--- src/rtl/opcode_issue_pipe.sv ---
// Decode/execute opcode issue pipe with RAW hazard stall and HALT.
// Ports:
//   clk, reset (sync, active-low)
//   instr_valid/instr/instr_ready : fetch handshake
//   q6, q10 : decode and execute opcodes
//   ex_rd/ex_rs1/ex_rs2 : execute-stage register fields
//   stall, halted, illegal : status flags
//   retired_cnt, stall_cnt : event counters
module opcode_issue_pipe #(
    parameter int OPW  = 6,
    parameter int RAW  = 5,
    parameter int CNTW = 16
) (
    input  logic            clk,
    input  logic            reset,
    input  logic            instr_valid,
    input  logic [31:0]     instr,
    output logic            instr_ready,
    output logic [OPW-1:0]  q6,
    output logic [OPW-1:0]  q10,
    output logic [RAW-1:0]  ex_rd,
    output logic [RAW-1:0]  ex_rs1,
    output logic [RAW-1:0]  ex_rs2,
    output logic            stall,
    output logic            halted,
    output logic            illegal,
    output logic [CNTW-1:0] retired_cnt,
    output logic [CNTW-1:0] stall_cnt
);

    localparam logic [OPW-1:0] OP_NOP   = OPW'(0);
    localparam logic [OPW-1:0] OP_ADD   = OPW'(1);
    localparam logic [OPW-1:0] OP_SUB   = OPW'(2);
    localparam logic [OPW-1:0] OP_STORE = OPW'(3);
    localparam logic [OPW-1:0] OP_HALT  = {OPW{1'b1}};

    typedef struct packed {
        logic [OPW-1:0] op;
        logic [RAW-1:0] rd;
        logic [RAW-1:0] rs1;
        logic [RAW-1:0] rs2;
    } stage_t;

    localparam stage_t NOP_STAGE = '0;

    stage_t dec;
    stage_t exe;
    stage_t fetched;

    logic in_legal;
    logic accept;
    logic use_rd;
    logic use_rs1;
    logic use_rs2;
    logic ex_writes;
    logic hit;

    // Split the fetched word and squash illegal opcodes to an all-zero NOP.
    always_comb begin
        fetched     = NOP_STAGE;
        fetched.op  = instr[31 -: OPW];
        fetched.rd  = instr[25 -: RAW];
        fetched.rs1 = instr[20 -: RAW];
        fetched.rs2 = instr[15 -: RAW];
        in_legal    = (fetched.op <= OP_STORE) || (fetched.op == OP_HALT);
        if (!in_legal) begin
            fetched = NOP_STAGE;
        end
    end

    // Which decode fields are actually read as source registers.
    always_comb begin
        use_rd  = 1'b0;
        use_rs1 = 1'b0;
        use_rs2 = 1'b0;
        case (dec.op)
            OP_ADD, OP_SUB: begin
                use_rs1 = 1'b1;
                use_rs2 = 1'b1;
            end
            OP_STORE: begin
                use_rd  = 1'b1;
                use_rs1 = 1'b1;
            end
            default: begin
                use_rd  = 1'b0;
            end
        endcase
    end

    assign ex_writes = (exe.op == OP_ADD) || (exe.op == OP_SUB);

    assign hit = (use_rd  && (dec.rd  == exe.rd))
              || (use_rs1 && (dec.rs1 == exe.rd))
              || (use_rs2 && (dec.rs2 == exe.rd));

    // r0 is hardwired zero, so a write to it never creates a dependency.
    assign stall = ex_writes && (exe.rd != '0) && hit;

    assign instr_ready = !stall && !halted && reset;
    assign accept      = instr_valid && instr_ready;

    always_ff @(posedge clk) begin
        if (!reset) begin
            dec         <= NOP_STAGE;
            exe         <= NOP_STAGE;
            halted      <= 1'b0;
            illegal     <= 1'b0;
            retired_cnt <= '0;
            stall_cnt   <= '0;
        end else begin
            if (stall) begin
                // Hold decode, inject a bubble; this clears the hazard next cycle.
                exe <= NOP_STAGE;
            end else begin
                exe <= dec;
                if (accept) begin
                    dec <= fetched;
                end else begin
                    dec <= NOP_STAGE;
                end
            end

            illegal <= accept && !in_legal;

            if (accept && (fetched.op == OP_HALT)) begin
                halted <= 1'b1;
            end

            if ((exe.op == OP_ADD) || (exe.op == OP_SUB)
                || (exe.op == OP_STORE)) begin
                retired_cnt <= retired_cnt + CNTW'(1);
            end

            if (stall && (stall_cnt != {CNTW{1'b1}})) begin
                stall_cnt <= stall_cnt + CNTW'(1);
            end
        end
    end

    assign q6     = dec.op;
    assign q10    = exe.op;
    assign ex_rd  = exe.rd;
    assign ex_rs1 = exe.rs1;
    assign ex_rs2 = exe.rs2;

endmodule
--- config.mk ---
export PLATFORM = sky130hd
export DESIGN_NAME = opcode_issue_pipe
export DESIGN_NICKNAME = d
export VERILOG_FILES = /design/src/rtl/opcode_issue_pipe.sv
export SDC_FILE = /design/constraint.sdc
export NUM_CORES = 1
export LEC_CHECK = 0
export BUFFER_PORTS_ARGS = -buffer_cell sky130_fd_sc_hd__clkbuf_2
export CAP_MARGIN = 20
export CORE_ASPECT_RATIO = 1.1
export CORE_MARGIN = 3
export CORE_UTILIZATION = 31
export DETAILED_ROUTE_END_ITERATION = 10
export PLACE_DENSITY_LB_ADDON = 0.2
export RECOVER_POWER = 100
export SLEW_MARGIN = 15
export SYNTH_ARGS = -nofsm -noshare
export SYNTH_HDL_FRONTEND = slang
export SYNTH_SLANG_ARGS = --single-unit
--- constraint.sdc ---
create_clock -name clk -period 2.2 [get_ports clk]
set_clock_uncertainty 0.1 [all_clocks]
set_input_delay 0.11 -clock clk [delete_from_list [all_inputs] [get_ports clk]]
set_output_delay 0.11 -clock clk [all_outputs]
set_load 0.02 [all_outputs]
==> key figures <==
Hold path
  – Sink of the worst hold path: illegal
  – Hold Crit Depth: 3
  – Hold path start: instr[30]
  – Hold WC Path Type: in2reg

Run status
  – Failing checks: negative setup slack
  – Status: complete, but fails checks

STA
  – Final Hold Fails: 0
  – Final setup violation count: 2
  – Period minus WS final: 2.23 ns
  – Period utilization: 101%
  – F_max: 0.448 GHz
  – Slew Viols, Final: 0
  – Relative slew slack: 57.3%
  – Worst hold margin: 0.0148 ns
  – Least-Margin Pin Slew: 0.635 ns
  – Unrepaired setup endpoints after global routing: true
  – Fin worst setup slack: -0.0315 ns

Placed design
  – DP HPWL: 5.70 mm
  – Cell Count Post-Placement: 566
  – Port Buf Inserts: 86
  – Final GP Congestion: 0.777
  – Pre-CTS setup slack: 0.0106 ns

Worst setup path
  – CP arrival: 2.02 ns
  – Worst path max stage delay: 0.40 ns
  – Worst R2R Start: q6[5]
  – CP max stage cell: or3_1
  – Top cell family by delay on the critical path: simple AND/OR/NAND/NOR gates
  – Critical path class: reg2out
  – Slack of the worst reg-to-reg path: -0.03 ns
  – Max FO, Critical Path: 5
  – Crit start category: flop
  – Critical path, cell by cell: or3_1 > o311a_4 > o21ai_4 > buf_12 > nand2_4 > nor2_2 > clkbuf_8
  – Crit. End Element: primary output
  – Levels on crit path: 7
  – Worst Path Required: 1.99 ns
  – Buf/Inv on CP: 2
  – Reg2Reg Depth: 9
  – Critical Path Source: ex_rd[1]
  – RR Endpoint: stall_cnt[13]

Floorplan
  – Core area: 9940 µm²
  – Row Count: 38
  – DIE WIDTH: 103 µm
  – Die ar.: 11,500 µm²
  – Die height: 112 µm
  – Ports: 98
  – Initial Utilization: 32.1%

Synth
  – Post-Syn Area: 3190 µm²
  – Average size of a mapped cell: 9.08 µm²
  – #FFs+latches synth: 76
  – Synth Area in Simple Gates: 25.6%
  – Adder-cell area share of the yosys netlist: 0.785%
  – Top_reg_cell synth: dfxtp_1
  – Combinational family with the most area after synthesis: simple AND/OR/NAND/NOR gates
  – Post-synthesis mux area share: 0.628%
  – Cells after Synth: 351
  – EDFF count, synth: 0
  – Distinct cells, synth: 42
  – Syn nets: 388
  – XOR/XNOR Fraction of Synth Area: 8.52%
  – Yosys warnings: 0
  – Synth Area in Compound Gates: 11.8%
  – Ys async rst share: 0%
  – Sequential fraction of the synthesis area: 47.7%

Power
  – Maximum VDD drop: 0.304 mV
  – Pleak: 0.00178 µW
  – Cell Pwr Density: 572 nW/µm²
  – Power Total: 2550 µW

GRT
  – First-pass GRT wire length: 13.7 mm
  – Vias in the first global route: 2,815
  – Antenna violations before repair: 0
  – Largest net degree at the start of global routing: 52
  – Total grt overflow: 0
  – All-Layer GR Usage: 15.0%

Clock network
  – Clock sinks: 76
  – Clock Latency Late Sink: 0.34 ns
  – Root Driver: clkbuf_8
  – TritonCTS Buffers: 9
  – CTS clock-pin slew for the worst setup and hold paths: 0.08 ns
  – Max Buffers Root-to-Sink: 2
  – CTS H-tree lvls: 3
  – CTS tree: yes

Finish
  – Share of layout cells above drive strength 1: 26.1%
  – Nets@finish: 522
  – Finished Layout Cells: 610
  – Layout Utilization: 44.9%
  – Commonest non-fill, non-tap cell in the layout: dfxtp_1
  – Most frequent cells in the layout: dfxtp_1 (69), clkbuf_2 (46), clkbuf_1 (39)
  – Area Growth Syn to Fin: 39.9%
  – Number of diodes: 0

Routing
  – Drt pass-1 iters: 4
  – DR DRC count: 0
  – Antenna Nets Post-Route: 0
  – Via count: 2,953
  – WL per Instance: 14.2 µm
  – Vias per inst: 4.84
  – Drt total wl: 8.65 mm
  – Initial detailed-routing violation count: 73

Flow run
  – Max Cap Viol: 0
timing repair:
action,in CTS,in global routing
pin swaps,4,4
gates cloned,2,1
hold buffers,18,0
endpoints found under the hold margin,18,0
setup endpoints to repair,6,39
setup buffers,4,3
resized for setup,16,13
logic make-up after synthesis:
| kind of cell | count (synthesis) |
|---|---|
| AND/OR/NAND/NOR | 150 |
| flip-flops | 76 |
| AO/OA/AOI/OAI | 59 |
| XOR/XNOR | 31 |
| buffers and inverters | 31 |
| multiplexers | 2 |
| adder cells (fa/ha/maj) | 2 |
synth_stat cells (6+ instances only):
cell type / instances / area, µm²
dfxtp_1: 76 / 1520
nand2_1: 33 / 124
nand3_1: 32 / 160
and3_1: 26 / 163
o21ai_0: 26 / 130
xnor2_1: 19 / 166
nor2_1: 18 / 67.6
clkbuf_1: 13 / 48.8
xor2_1: 12 / 105
a21oi_1: 11 / 55.1
or3_1: 9 / 56.3
nor3_1: 8 / 40.0
inv_1: 7 / 26.3
buf_4: 6 / 45.0
sequential cells by signal (all words and copies together), names as in the netlist:
name         flops
dec             15
ex_rd            5
ex_rs1           5
ex_rs2           5
halted           1
illegal          1
q10              6
q6               6
retired_cnt     16
stall_cnt       16
per-layer routing:
metal | up-vias | track usage, % | share of wire [%]
met4 | 0 | 3.94 | 1.0
met5 | - | 0 | 0
li1 | 1510 | - | -
met3 | 6 | 4.47 | 5.2
met1 | 1366 | 19.4 | 47
met2 | 71 | 24.3 | 47
worst max path at each step:
| stage | slack [ns] | end |
|---|---|---|
| final | -0.03 | instr_ready |
| after floorplan | 0.008 | stall_cnt[0] |
| after CTS | -0.10 | instr_ready |
| after detailed placement | 0.01 | stall_cnt[9] |
| after global placement | 0.03 | stall_cnt[9] |
| after global routing | -0.13 | instr_ready |
stage by stage:
stage               area (µm²)  TNS (ns)
finish                    4460   -0.0609
global route              4460    -0.431
CTS                       4430    -0.197
detailed placement        3900         0
global placement          3900         0
floorplan                 3190         0
cell type report:
cell class              instances  area [µm²]
clock buffers                  10         128
flip-flops and latches         76        1530
multi-input cells             245        1590
repair buffers                145         962
fillers                      1036        5480
clock inverters                 6        63.8
well taps                     120         150
inverters                       8        30.0
worst register-to-register path: stages, from the launching register on:
cell and delay [ns]:
dfxtp_2 0.34, nor4_4 0.31, buf_4 0.18, nand3_4 0.07
o22ai_4 0.19, buf_6 0.14, o21ai_4 0.07, buf_6 0.14
or4_1 0.49, a21oi_1 0.14
where the power goes:
part / switching [µW] / total [µW] / internal, µW
logic: 57.3 / 114 / 56.7
registers: 4.76 / 1380 / 1380
clock network: 526 / 1050 / 525
total: 588 / 2550 / 1960
(Power assumes the default switching activity.)
